$ cat src/rtl/fifo_async_pkg.sv
// Shared helpers for the asynchronous FIFO pointer controllers:
// pointer width and gray/binary conversion functions.
package fifo_async_pkg;

  // Pointers carry one extra wrap bit above the RAM address.
  function automatic int ptr_w(input int addr_width);
    return addr_width + 1;
  endfunction

  function automatic logic [31:0] bin2gray(input logic [31:0] bin);
    return bin ^ (bin >> 1);
  endfunction

  function automatic logic [31:0] gray2bin(input logic [31:0] gray);
    logic [31:0] bin;
    bin[31] = gray[31];
    for (int i = 30; i >= 0; i--) begin
      bin[i] = bin[i+1] ^ gray[i];
    end
    return bin;
  endfunction

endpackage

$ cat src/rtl/fifo_async_rptr_ctrl_if.sv
// Bundle of the read-side controller's request, status and pointer signals.
// master = the environment driving requests, slave = the controller.
interface fifo_async_rptr_ctrl_if
  import fifo_async_pkg::*;
#(
  parameter int ADDR_WIDTH = 3
);
  localparam int PW = ptr_w(ADDR_WIDTH);

  logic                  read_in;
  logic                  clr_err_in;
  logic [PW-1:0]         ae_thresh_in;
  logic [PW-1:0]         wptr_g_async_in;
  logic [ADDR_WIDTH-1:0] raddr_out;
  logic                  ren_out;
  logic [PW-1:0]         rptr_b_out;
  logic [PW-1:0]         rptr_g_out;
  logic                  empty_out;
  logic                  almost_empty_out;
  logic [PW-1:0]         rlevel_out;
  logic                  underflow_out;

  modport master (
    output read_in, clr_err_in, ae_thresh_in, wptr_g_async_in,
    input  raddr_out, ren_out, rptr_b_out, rptr_g_out,
           empty_out, almost_empty_out, rlevel_out, underflow_out
  );

  modport slave (
    input  read_in, clr_err_in, ae_thresh_in, wptr_g_async_in,
    output raddr_out, ren_out, rptr_b_out, rptr_g_out,
           empty_out, almost_empty_out, rlevel_out, underflow_out
  );

endinterface

$ cat src/rtl/fifo_sync_chain.sv
// Multi-flop synchroniser for a gray-coded pointer crossing clock domains.
// Only one bit changes per pointer step, so each stage captures either the
// old or the new code, never a mix. STAGES must be at least 2.
module fifo_sync_chain #(
  parameter int WIDTH  = 4,
  parameter int STAGES = 2
) (
  input  logic             clk,
  input  logic             rst_n,
  input  logic [WIDTH-1:0] d,
  output logic [WIDTH-1:0] q
);

  logic [WIDTH-1:0] stage_q [STAGES];

  // Shift the asynchronous input down the chain every clock.
  // NOTE: the chain is a small array of flops, but unlike a RAM it must be
  // reset so no stale pointer from before reset can leak into the flags.
  // NOTE: non-blocking assignments make every stage sample the previous
  // stage's old value, which is what gives the chain its depth.
  always_ff @(posedge clk or negedge rst_n) begin
    if (!rst_n) begin
      for (int i = 0; i < STAGES; i++) begin
        stage_q[i] <= '0;
      end
    end else begin
      stage_q[0] <= d;
      for (int i = 1; i < STAGES; i++) begin
        stage_q[i] <= stage_q[i-1];
      end
    end
  end

  assign q = stage_q[STAGES-1];

endmodule

$ cat src/rtl/gray2bin.sv
// Combinational gray-to-binary converter: each binary bit is the XOR of
// all gray bits at and above it.
module gray2bin #(
  parameter int WIDTH = 4
) (
  input  logic [WIDTH-1:0] gray,
  output logic [WIDTH-1:0] bin
);

  for (genvar i = 0; i < WIDTH; i++) begin : g_bit
    assign bin[i] = ^gray[WIDTH-1:i];
  end

endmodule

$ cat src/rtl/fifo_async_rptr_ctrl.sv
// Read-side pointer and status controller of the asynchronous FIFO.
// Synchronises the write pointer, advances the read pointer on accepted
// pops and registers fill level, empty, almost-empty and sticky underflow.
module fifo_async_rptr_ctrl
  import fifo_async_pkg::*;
#(
  parameter int ADDR_WIDTH  = 3,
  parameter int SYNC_STAGES = 2
) (
  input  logic                  clk_in,
  input  logic                  nrst_in,
  fifo_async_rptr_ctrl_if.slave bus
);

  localparam int PW = ptr_w(ADDR_WIDTH);

  logic [PW-1:0] wsync_g;
  logic [PW-1:0] wsync_b;
  logic [PW-1:0] rptr_b_q;
  logic [PW-1:0] rptr_g_q;
  logic [PW-1:0] rlevel_q;
  logic [PW-1:0] rptr_b_next;
  logic [PW-1:0] rptr_g_next;
  logic [PW-1:0] level_next;
  logic          empty_q;
  logic          almost_empty_q;
  logic          underflow_q;
  logic          pop;

  fifo_sync_chain #(
    .WIDTH  (PW),
    .STAGES (SYNC_STAGES)
  ) u_wptr_sync (
    .clk   (clk_in),
    .rst_n (nrst_in),
    .d     (bus.wptr_g_async_in),
    .q     (wsync_g)
  );

  gray2bin #(
    .WIDTH (PW)
  ) u_wptr_g2b (
    .gray (wsync_g),
    .bin  (wsync_b)
  );

  // Next read pointer and fill level; PW-bit arithmetic wraps naturally.
  // NOTE: every signal here is assigned on the single straight-line path,
  // so no latch can be inferred even without explicit defaults.
  always_comb begin
    pop         = bus.read_in & ~empty_q;
    rptr_b_next = rptr_b_q + PW'(pop);
    rptr_g_next = PW'(bin2gray(32'(rptr_b_next)));
    level_next  = wsync_b - rptr_b_next;
  end

  // Register pointers and status flags; flags look at the post-pop pointer
  // so the emptying pop raises empty_out on the same edge.
  always_ff @(posedge clk_in or negedge nrst_in) begin
    if (!nrst_in) begin
      rptr_b_q       <= '0;
      rptr_g_q       <= '0;
      rlevel_q       <= '0;
      empty_q        <= 1'b1;
      almost_empty_q <= 1'b1;
      underflow_q    <= 1'b0;
    end else begin
      rptr_b_q       <= rptr_b_next;
      rptr_g_q       <= rptr_g_next;
      rlevel_q       <= level_next;
      empty_q        <= (wsync_b == rptr_b_next);
      almost_empty_q <= (level_next <= bus.ae_thresh_in);
      // A new underflow outranks a clear in the same cycle.
      underflow_q    <= (underflow_q & ~bus.clr_err_in) | (bus.read_in & empty_q);
    end
  end

  assign bus.raddr_out        = rptr_b_q[ADDR_WIDTH-1:0];
  assign bus.ren_out          = pop;
  assign bus.rptr_b_out       = rptr_b_q;
  assign bus.rptr_g_out       = rptr_g_q;
  assign bus.rlevel_out       = rlevel_q;
  assign bus.empty_out        = empty_q;
  assign bus.almost_empty_out = almost_empty_q;
  assign bus.underflow_out    = underflow_q;

endmodule

$ cat src/flat_wrapper.sv
// flat-port wrapper written by rule: the top's interface ports become plain ports
module fifo_async_rptr_ctrl_flat import fifo_async_pkg::*;
#(
  parameter int ADDR_WIDTH  = 3,
  parameter int SYNC_STAGES = 2
)
  (clk_in, nrst_in, bus_read_in, bus_clr_err_in, bus_ae_thresh_in, bus_wptr_g_async_in, bus_raddr_out, bus_ren_out, bus_rptr_b_out, bus_rptr_g_out, bus_empty_out, bus_almost_empty_out, bus_rlevel_out, bus_underflow_out);
  fifo_async_rptr_ctrl_if #(.ADDR_WIDTH(ADDR_WIDTH)) bus_i ();
  input  logic clk_in;
  input  logic nrst_in;
  input wire logic [$bits(bus_i.read_in)-1:0] bus_read_in;
  input wire logic [$bits(bus_i.clr_err_in)-1:0] bus_clr_err_in;
  input wire logic [$bits(bus_i.ae_thresh_in)-1:0] bus_ae_thresh_in;
  input wire logic [$bits(bus_i.wptr_g_async_in)-1:0] bus_wptr_g_async_in;
  output wire logic [$bits(bus_i.raddr_out)-1:0] bus_raddr_out;
  output wire logic [$bits(bus_i.ren_out)-1:0] bus_ren_out;
  output wire logic [$bits(bus_i.rptr_b_out)-1:0] bus_rptr_b_out;
  output wire logic [$bits(bus_i.rptr_g_out)-1:0] bus_rptr_g_out;
  output wire logic [$bits(bus_i.empty_out)-1:0] bus_empty_out;
  output wire logic [$bits(bus_i.almost_empty_out)-1:0] bus_almost_empty_out;
  output wire logic [$bits(bus_i.rlevel_out)-1:0] bus_rlevel_out;
  output wire logic [$bits(bus_i.underflow_out)-1:0] bus_underflow_out;
  assign bus_i.read_in = bus_read_in;
  assign bus_i.clr_err_in = bus_clr_err_in;
  assign bus_i.ae_thresh_in = bus_ae_thresh_in;
  assign bus_i.wptr_g_async_in = bus_wptr_g_async_in;
  assign bus_raddr_out = bus_i.raddr_out;
  assign bus_ren_out = bus_i.ren_out;
  assign bus_rptr_b_out = bus_i.rptr_b_out;
  assign bus_rptr_g_out = bus_i.rptr_g_out;
  assign bus_empty_out = bus_i.empty_out;
  assign bus_almost_empty_out = bus_i.almost_empty_out;
  assign bus_rlevel_out = bus_i.rlevel_out;
  assign bus_underflow_out = bus_i.underflow_out;
  fifo_async_rptr_ctrl #(.ADDR_WIDTH(ADDR_WIDTH), .SYNC_STAGES(SYNC_STAGES)) u_core (.clk_in(clk_in), .nrst_in(nrst_in), .bus(bus_i));
endmodule
$ cat config.mk
export PLATFORM = sky130hd
export DESIGN_NAME = fifo_async_rptr_ctrl_flat
export DESIGN_NICKNAME = d
export VERILOG_FILES = /design/src/rtl/fifo_async_pkg.sv /design/src/rtl/fifo_async_rptr_ctrl_if.sv /design/src/rtl/fifo_sync_chain.sv /design/src/rtl/gray2bin.sv /design/src/rtl/fifo_async_rptr_ctrl.sv /design/src/flat_wrapper.sv
export SDC_FILE = /design/constraint.sdc
export NUM_CORES = 1
export LEC_CHECK = 0
export ABC_AREA = 1
export BUFFER_PORTS_ARGS = -buffer_cell sky130_fd_sc_hd__buf_2
export CAP_MARGIN = 10
export CORE_MARGIN = 2
export CORE_UTILIZATION = 54
export CTS_CLUSTER_SIZE = 8
export DETAILED_ROUTE_END_ITERATION = 8
export PLACE_DENSITY = 0.82
export SYNTH_ARGS = -nofsm -noshare
export SYNTH_HDL_FRONTEND = slang
export SYNTH_HIERARCHICAL = 1
export SYNTH_SLANG_ARGS = --single-unit
export TNS_END_PERCENT = 10
$ cat constraint.sdc
create_clock -name clk_in -period 3.69 [get_ports clk_in]
set_input_delay 0.738 -clock clk_in [delete_from_list [all_inputs] [get_ports clk_in]]
set_output_delay 0.738 -clock clk_in [all_outputs]
set_load 0.02 [all_outputs]
Word-level counts from Yosys, hierarchy flattened
Index checks and enable logic that the tools add are counted.

Flip-flop bits (word level): 23. Bits of input ports: 12. Output and inout port bits: 19. Word-level logic and storage cells: 22.

Add/subtract/negate cells: 2. Magnitude comparators: 1. Eq/ne operators: 1. Bitwise gates (word level): 7. Reduce and logical (&&, ||, !) cells: 3.

Operators by type and width (count): 4-bit by 1-bit adder with 4-bit output (1); 4-bit equality test (1); 4-bit less-or-equal comparator (1); 4-bit XOR reduction (1); 4-bit subtractor (1); 4-bit by 3-bit bitwise XOR with 4-bit output (1); 1-bit AND (3); 3-bit XOR reduction (1); 1-bit NOT (2); 2-bit XOR reduction (1); 1-bit bitwise OR (1).

Longest topological paths before layout
Gate-level depths: netlist of run 1.

Depth in word-level cells: 5. Gate-level depth with buffers: 17. Mapped depth without buffers: 16.

By module
The synthesis of run 1 kept the hierarchy.

Modules (own cells, without submodules): fifo_async_rptr_ctrl (times used 1, cells an instance 86, area each 792.0 um^2, seq. area each 352.8 um^2); fifo_sync_chain (times used 1, cells an instance 12, area each 230.2 um^2, seq. area each 200.2 um^2); gray2bin (times used 1, cells an instance 21, area each 90.1 um^2, seq. area each 0.0 um^2).

Least setup slack after synthesis of run 1
OpenSTA, ideal clock, no wires.

Kind: in2reg. From: in bus_read_in. To: reg u_core.almost_empty_q (netlist: u_core/bus.almost_empty_out). Library setup time: 0.086 ns. Data arrival time: 2.744 ns. Data required time: 3.604 ns. Setup slack: 0.860 ns. Cell stages on the path: 10. Buffers on the path: 0. Cell sequence: inv_1 -> nor2_1 -> ha_1 -> ha_1 -> fa_1 -> xnor2_1 -> ha_1 -> nand2_1 -> o21ai_0 -> o21ai_0.

Cells in the longest elaborated chain, start to end: 4.

RTL lines: start: declaration (RTL line flat_wrapper.sv:11) `input wire logic [$bits(bus_i.read_in)-1:0] bus_read_in;`; 1-bit AND (RTL line fifo_async_rptr_ctrl.sv:51) `pop = bus.read_in & ~empty_q;`; via bus_ren_out (RTL line flat_wrapper.sv:16) `output wire logic [$bits(bus_i.ren_out)-1:0] bus_ren_out;`; 4-bit by 1-bit adder with 4-bit output (RTL line fifo_async_rptr_ctrl.sv:52) `rptr_b_next = rptr_b_q + PW'(pop);`; 4-bit subtractor (RTL line fifo_async_rptr_ctrl.sv:54) `level_next = wsync_b - rptr_b_next;`; via u_core.level_next[2] (RTL line fifo_async_rptr_ctrl.sv:24) `logic [PW-1:0] level_next;`; 4-bit less-or-equal comparator (RTL line fifo_async_rptr_ctrl.sv:72) `almost_empty_q <= (level_next <= bus.ae_thresh_in);`; end signal: assignment (RTL line fifo_async_rptr_ctrl.sv:72); end: declaration (RTL line fifo_async_rptr_ctrl.sv:26) `logic almost_empty_q;`.

The timed path passes the listed nets, and every way through them passes these cells.

Final worst setup path of run 1
From: in bus_read_in. To: reg u_core.almost_empty_q (netlist: u_core/bus.almost_empty_out).

Cells in the longest elaborated chain, start to end: 4.

RTL lines (RTL line): 1-bit AND (fifo_async_rptr_ctrl.sv:51); 4-bit by 1-bit adder with 4-bit output (fifo_async_rptr_ctrl.sv:52); 4-bit subtractor (fifo_async_rptr_ctrl.sv:54); via u_core.level_next[3] (fifo_async_rptr_ctrl.sv:24); 4-bit less-or-equal comparator (fifo_async_rptr_ctrl.sv:72).

The timed path passes the listed nets, and every way through them passes these cells.

==> results.tsv, run 1 <==
stage	metric	value	unit
global_routing	antenna_found_initial	0	
floorplan	num_rows	16	
timing	finalSetupTns	0	ns
timing	max_freq	0.384	GHz
route	drt_first_pass_iters	4	
route	via_count	814	
worst_setup_path	timing.rr.end	u_core/bus.almost_empty_out$_DFF_PN1_	
global_routing	grt_start_max_net_pins	23	
outcome	outcome	finished, final reports clean	
placement	portBuffers	30	
timing	finalMaxSlewViolations	0	
worst_setup_path	path_buf_inv	3	
power_and_ir_drop	powerDensity	939	nW/um^2
power_and_ir_drop	leakagePower	0.735	nW
logic_synthesis	yosys.area.top_type	dfrtp_1	
worst_setup_path	cpPeakStageDelay	0.40	ns
logic_synthesis	yosys-top-cells-area	dfrtp_1 (45%), ha_1 (10%), nand2_1 (9.8%)	
floorplan	io_pins	31	
clocking	cts_resized	0	
timing	slew_headroom	68.9	%
logic_synthesis	synth_warnings	6	
logic_synthesis	ys_seq_elements	22	
global_routing	grtUsageTotal	17.8	%
worst_setup_path	cp-end-kind	flop	
clocking	clkTransAtPathRegs	0.12	ns
logic_synthesis	syn_inst	119	
timing	finalCritPeriodShare	70.6	%
clocking	cts_hold_buffers	0	
cells_and_area	layout.nets	167	
clocking	clkSinkCount	22	
worst_setup_path	timing.rr.start	u_core/bus.empty_out$_DFF_PN1_	
clocking	clk_latency	0.31	ns
floorplan	coreArea	1960	sq um
worst_setup_path	path_class	in -> reg	
global_routing	grt_overflow	0	
clocking	cts_tree	yes	
clocking	post-cts-setup-buffers	0	
cells_and_area	diodes	0	
logic_synthesis	syn_area	1110	sq um
timing	final.setup.worst_slack	1.09	ns
power_and_ir_drop	vdd_ir_drop_max	0.465	mV
worst_setup_path	crit_chain	buf_2 > inv_1 > nor2_1 > ha_1 > ha_1 > inv_1 > ha_1 > nand3_2 > nand2_1 > nand2_1 > nand2_1 > ha_1 > nand2_1 > o21ai_0 > o21ai_0	
worst_setup_path	crit_start	bus_read_in	
placement	gp_congestion	0.773	
route	drc	0	
logic_synthesis	synth_top_area_share	45.0	%
worst_setup_path	crit_family	adder cells	
logic_synthesis	ys_types	17	
logic_synthesis	synth.net_count	141	
cells_and_area	final_util	65.3	%
worst_setup_path	cp_num_cells	15	
cells_and_area	drive_gt1_share	31.3	%
worst_setup_path	critPathSlowestCell	ha_1	
worst_setup_path	cp_data_arrival_time	2.85	ns
route	drt-initial-drc-count	16	
route	avgViaCountPerCell	4.76	
worst_setup_path	critPathCapture	u_core/bus.almost_empty_out$_DFF_PN1_	
global_routing	grt_pass1_vias	797	
clocking	cts.htree.levels	1	
worst_setup_path	r2r_cells	13	
timing	setup_viol	0	
cells_and_area	fillCellCount	185	
floorplan	die_x	49.4	microns
timing	rsz0062_at_grt	no	
worst_setup_path	r2r_slack	1.09	ns
logic_synthesis	syn_area_per_cell	9.35	sq um
timing	hold_violations	0	
logic_synthesis	ys_seq_area_share	49.7	%
clocking	numCtsBuffers	3	
placement	dpl_worst_slack	0.733	ns
timing	timing.final.crit_period	2.60	ns
worst_setup_path	cp_data_required_time	3.94	ns
placement	dp_hpwl	1530	microns
route	ant_nets	0	
run	maxCapViolCount	0	
clocking	cts_buffer_depth	2	
global_routing	grt_pass1_wl	3230	microns
floorplan	die_area	2440	sq um
worst_setup_path	crit_path_start_kind	input port	
timing	tightest_slew	0.467	ns
route	wl	1930	microns
hold_path	min_path_type	in -> async	
floorplan	initial_core_util	56.7	%
clocking	cts_root_buf	clkbuf_4	
timing	finClkSkew	0.000651	ns
route	post_drt_wl_per_cell	11.3	microns
cells_and_area	synthToLayoutAreaGrowth	15.2	%
worst_setup_path	crit_path_max_fanout	4	
floorplan	die_h	49.4	microns
power breakdown:
group / switching, mW / total, mW / internal (mW) / leakage [nW]
Clock: 0.0731 / 0.183 / 0.110 / 0.0279
Combinational: 0.411 / 0.643 / 0.233 / 0.449
Sequential: 0.0445 / 0.377 / 0.332 / 0.258
flip-flops by register name (all words and copies together), names as in the netlist:
| register | count |
|---|---|
| u_core/bus.rlevel_out | 4 |
| u_core/bus.rptr_b_out | 4 |
| u_core/u_wptr_sync/q | 4 |
| u_core/u_wptr_sync/stage_q | 4 |
| u_core/bus.rptr_g_out | 3 |
| u_core/bus.almost_empty_out | 1 |
| u_core/bus.empty_out | 1 |
| u_core/bus.underflow_out | 1 |
cells in the mapped netlist:
master and count:
dfrtp_1 20, inv_1 21, nand2_2 5, nand3_2 2, fa_1 1, o21ai_0 3, nor2_1 2, buf_4 9
xor2_1 3, a21oi_1 2, ha_1 9, nand4_1 1, nand2_1 29, dfstp_2 2, nand3_1 6, xnor2_1 2
inv_2 2
logic make-up after synthesis:
family	share of synthesized area [%]
simple gates	18.3
compound gates	2.25
flops	49.7
buf+inv	13.8
fa+ha+maj	11.9
xor+xnor	3.94
through the flow:
stage          total power, mW  hold WS (ns)  std cells  cell area (sq um)
2_1_floorplan            0.873         0.331        119               1110
3_5_place_dp              1.03         0.336        167               1230
4_1_cts                   1.22         0.364        171               1280
5_1_grt                   1.30         0.373        171               1280
3_3_place_gp             0.992         0.333        167               1230
6_report                  1.20         0.357        171               1280
how the worst min path moves through the flow:
stage / startpoint / endpoint / slack, ns / cells after the start
final: nrst_in / u_core/bus.rptr_b_out[2]$_DFF_PN0_ / 0.36 / 1
after global routing: nrst_in / u_core/bus.rptr_g_out[2]$_DFF_PN0_ / 0.37 / 1
after CTS: u_core/u_wptr_sync/stage_q[7]$_DFF_PN0_ / u_core/u_wptr_sync/q[3]$_DFF_PN0_ / 0.36 / 0
after detailed placement: u_core/u_wptr_sync/stage_q[7]$_DFF_PN0_ / u_core/u_wptr_sync/q[3]$_DFF_PN0_ / 0.34 / 0
after global placement: u_core/u_wptr_sync/stage_q[5]$_DFF_PN0_ / u_core/u_wptr_sync/q[1]$_DFF_PN0_ / 0.33 / 0
after floorplan: u_core/u_wptr_sync/stage_q[4]$_DFF_PN0_ / u_core/u_wptr_sync/q[0]$_DFF_PN0_ / 0.33 / 0
cell usage in the layout, fill, tap and decap left out:
cell	count
clkbuf_4	3
ha_1	9
nand3_1	6
dfrtp_1	20
nor2_1	2
nand3_2	2
inv_2	2
nand2_1	29
nand4_1	1
buf_2	30
xnor2_1	2
o21ai_0	3
nand2_2	5
dfstp_2	2
bufinv_16	1
xor2_1	3
fa_1	1
a21oi_1	2
inv_1	21
area by class of cell:
type                            instances  area, sq um  share of cell area, %
Inverter                               23         86.3                   6.74
Sequential cell                        22          553                   43.2
Timing Repair Buffer                   30          150                   11.7
Tap cell                               27         33.8                   2.64
Multi-Input combinational cell         65          405                   31.6
Clock inverter                          1         30.0                   2.34
Clock buffer                            3         22.5                   1.76
layer usage:
metal | up-vias | share of wire (%) | track usage, %
met5 | - | 0 | 0
met4 | 0 | 1.1 | 8.33
met3 | 2 | 5.3 | 2.76
met2 | 27 | 56 | 33.6
met1 | 386 | 37 | 19.2
li1 | 399 | - | -
No activity file was read; power rests on OpenSTA's default activity.
==> run 2: changes to the inputs <==
- ABC_AREA: 1 -> 0
- CORE_UTILIZATION: 54 -> 49
- PLACE_DENSITY: 0.82 -> 0.77
- clock period: 3.69 -> 2.57 ns (I/O delays scaled with it)
==> run 2 against run 1 <==
Total power grew 66%; final cell count shrank 20%; wire length shrank 20%; die area up 0.14%; global-route usage decreased by 3.1 points; clock skew rose by 0.0075 ns; sequential share of layout area is 0.33 points lower; critical path type is now reg -> reg; largest power group unchanged.
==> results.tsv, run 2 <==
stage	metric	value	unit	change
logic_synthesis	ys_seq_area_share	54.7	%	+5.0 points
global_routing	grt_pass1_wl	2690	microns	-17%
cells_and_area	final_cell_area	1290	sq um	+0.78%
clocking	cts_root_buf	clkbuf_4		
logic_synthesis	yosys-top-cells-count	dfrtp_1 (20), inv_1 (12), buf_4 (9), ha_1 (9), xnor2_1 (7)		
logic_synthesis	synth_warnings	6		unchanged
floorplan	num_rows	16		unchanged
logic_synthesis	syn_area	1010	sq um	-9.1%
timing	slew_headroom	69.0	%	+0.16 points
power_and_ir_drop	seqPwrFrac	27.9	%	-3.4 points
timing	rsz0062_at_grt	yes		
power_and_ir_drop	pwr-share-clk	9.2	%	-6.0 points
cells_and_area	stdcell_count	136		-20%
cells_and_area	final_util	65.8	%	+0.51 points
cells_and_area	drive_gt1_share	52.3	%	+21 points
route	drt_first_pass_iters	2		-2
timing	max_freq	0.399	GHz	
power_and_ir_drop	internal_power	1.16	mW	+71%
global_routing	grtUsageTotal	14.7	%	-3.1 points
run	maxCapViolCount	0		unchanged
timing	finClkSkew	0.00811	ns	+0.00746 ns
clocking	clkSinkCount	22		unchanged
clocking	cts.htree.levels	1		unchanged
cells_and_area	layout.nets	132		-21%
worst_setup_path	timing.rr.end	u_core/bus.almost_empty_out$_DFF_PN1_		
global_routing	grt_overflow	0		unchanged
route	via_count	614		-25%
timing	timing.final.crit_period	2.51	ns	
global_routing	grt_pass1_vias	657		-18%
global_routing	antenna_found_initial	0		unchanged
logic_synthesis	synthArstFlopShare	100	%	unchanged
outcome	outcome	finished, final reports clean		
logic_synthesis	synth.net_count	100		-29%
power_and_ir_drop	p_sw	0.838	mW	+59%
clocking	clk_latency	0.30	ns	about the same
cells_and_area	final_cell_mix	buf_2 (30), dfrtp_1 (20), inv_1 (10)		
logic_synthesis	syn_inst	78		-34%
route	drc	0		unchanged
global_routing	top_usage_layer	met2		
placement	gp_congestion	0.774		+0.17%
floorplan	coreArea	1960	sq um	unchanged
floorplan	die_h	49.4	microns	about the same
clocking	clkTransAtPathRegs	0.12	ns	about the same
logic_synthesis	synthFlopType	dfrtp_1		
route	drt-initial-drc-count	1		-15
power_and_ir_drop	power.total	1.99	mW	+66%
worst_setup_path	r2r_cells	11		-2
cells_and_area	synthToLayoutAreaGrowth	27.7	%	
logic_synthesis	synth_top_area_share	49.5	%	+4.5 points
timing	finalMaxSlewViolations	0		unchanged
hold_path	min_path_type	in -> async		
power_and_ir_drop	powerDensity	1540	nW/um^2	+64%
timing	finalSetupTns	0	ns	unchanged
global_routing	grt_start_max_net_pins	23		unchanged
worst_setup_path	path_class	reg -> reg		
worst_setup_path	cp_data_required_time	2.81	ns	-1.13 ns
worst_setup_path	crit_start	u_core/bus.empty_out$_DFF_PN1_		
clocking	cts_hold_buffers	0		unchanged
placement	portBuffers	30		unchanged
power_and_ir_drop	switching_share	42.0	%	-1.9 points
clocking	cts_buffer_depth	2		unchanged
cells_and_area	final_common_cell	buf_2		
route	wl	1540	microns	-20%
power_and_ir_drop	power_frac_comb	62.9	%	+9.4 points
global_routing	globalRouteMet1Util	16.1	%	-3.1 points
worst_setup_path	cp_data_arrival_time	2.75	ns	-0.10 ns
timing	setup_viol	0		unchanged
cells_and_area	diodes	0		unchanged
cells_and_area	fillCellCount	168		-9.2%
clocking	numCtsBuffers	3		unchanged
worst_setup_path	r2r_slack	0.06	ns	-1.02 ns
floorplan	io_pins	31		unchanged
route	ant_nets	0		unchanged
worst_setup_path	crit_path_start_kind	flop		
logic_synthesis	yosys-top-cells-area	dfrtp_1 (50%), ha_1 (11%), buf_4 (6.7%)		
clocking	cts_tree	yes		
timing	hold_violations	0		unchanged
global_routing	use_met2	27.7	%	-5.9 points
placement	placedCellCount	131		-22%
floorplan	die_area	2440	sq um	+0.14%
worst_setup_path	critPathCapture	u_core/bus.almost_empty_out$_DFF_PN1_		
logic_synthesis	ys_seq_elements	22		unchanged
logic_synthesis	syn_area_per_cell	13.0	sq um	+39%
logic_synthesis	synth_edf_count	0		unchanged
placement	placed_cell_area	1200	sq um	-2.4%
floorplan	die_x	49.4	microns	about the same
global_routing	grt_use_met3	2.76	%	unchanged
logic_synthesis	synth.most_common_cell	dfrtp_1		
placement	dp_hpwl	1160	microns	-24%
power_and_ir_drop	leakagePower	0.641	nW	-13%
logic_synthesis	yosys.area.top_type	dfrtp_1		
logic_synthesis	ys_types	18		+1
worst_setup_path	timing.rr.start	u_core/bus.empty_out$_DFF_PN1_		
power_and_ir_drop	vdd_ir_drop_max	0.901	mV	+94%
route	avgViaCountPerCell	4.51		-5.2%
route	post_drt_wl_per_cell	11.3	microns	+0.72%
floorplan	initial_core_util	51.5	%	-5.2 points
timing	finalCritPeriodShare	97.5	%	
worst_setup_path	cp-end-kind	flop		
worst_setup_path	crit_path_max_fanout	3		-1
timing	tightest_slew	0.465	ns	-0.00236 ns
==> run 2: cell count changes in the layout (fill, tap and decap cells not counted), moves of 5 or more <==
cell and delta:
inv_1 -11, nand2_1 -28, nand3_1 -5, ha_1 -5, buf_4 +6, nand2_2 -5
==> run 2: repair_timing <==
item                       in CTS  in global routing
setup buffers                   1                  0
setup endpoints to repair       1                  1
gates cloned                    0                  0
resized for setup               1                  8
pin swaps                       0                  8
==> run 2: critical path, cell delays in order (launching register included) <==
cell and delay [ns]:
dfstp_2 0.57, nor2b_4 0.05, ha_4 0.16, ha_4 0.29
inv_4 0.04, ha_4 0.25, a21oi_2 0.05, maj3_2 0.33
xnor2_2 0.15, ha_1 0.31, o21a_1 0.11, o21ai_1 0.13
==> run 2: how the worst min path moves through the flow <==
stage	from	to	slack (ns)
floorplan	nrst_in	u_core/bus.rlevel_out[0]$_DFF_PN0_	0.22
global placement	u_core/u_wptr_sync/stage_q[6]$_DFF_PN0_	u_core/u_wptr_sync/q[2]$_DFF_PN0_	0.33
detailed placement	u_core/u_wptr_sync/stage_q[5]$_DFF_PN0_	u_core/u_wptr_sync/q[1]$_DFF_PN0_	0.34
CTS	nrst_in	u_core/bus.rptr_g_out[0]$_DFF_PN0_	0.16
global route	nrst_in	u_core/bus.rptr_g_out[0]$_DFF_PN0_	0.18
finish	nrst_in	u_core/bus.rptr_g_out[0]$_DFF_PN0_	0.15
==> run 2: layer usage <==
| metal | share of wire (%) | up-vias | routed length, microns |
|---|---|---|---|
| met2 | 54 | 21 | 829 |
| met4 | 0.78 | 0 | 12 |
| met3 | 5.4 | 2 | 83 |
| met1 | 40 | 296 | 617 |
| li1 | - | 295 | - |
| met5 | 0 | - | 0 |
==> run 2: kinds of logic after synthesis <==
kind of cell / Yosys count / share of synthesized area (%)
AO/OA/AOI/OAI: 5 / 2.97
buffers and inverters: 21 / 11.1
AND/OR/NAND/NOR: 6 / 3.59
flip-flops: 22 / 54.7
adder cells (fa/ha/maj): 11 / 14.1
XOR/XNOR: 13 / 13.5
==> run 2: per-stage QoR <==
| stage | hold WS, ns | worst slack (ns) |
|---|---|---|
| finish | 0.147 | 0.0631 |
| global route | 0.176 | -0.0614 |
| detailed placement | 0.340 | -0.102 |
| global placement | 0.331 | -0.0564 |
| CTS | 0.159 | 0.00393 |
| floorplan | 0.218 | 0.0188 |
==> run 2: final cells by class <==
| cell class | count | area (sq um) | share of cell area [%] |
|---|---|---|---|
| Timing Repair Buffer | 36 | 195 | 15.1 |
| Inverter | 12 | 47.5 | 3.68 |
| Clock buffer | 4 | 36.3 | 2.81 |
| Tap cell | 27 | 33.8 | 2.62 |
| Multi-Input combinational cell | 35 | 425 | 32.9 |
| Sequential cell | 22 | 553 | 42.8 |
==> run 2: power by group through the flow <==
stage | Clock [mW] | Sequential (mW) | Combinational [mW]
2_1_floorplan | 0 | 0.715 | 0.677
3_3_place_gp | 0 | 0.567 | 1.08
3_5_place_dp | 0 | 0.569 | 1.12
4_1_cts | 0.192 | 0.560 | 1.17
5_1_grt | 0.207 | 0.573 | 1.40
6_report | 0.183 | 0.557 | 1.25
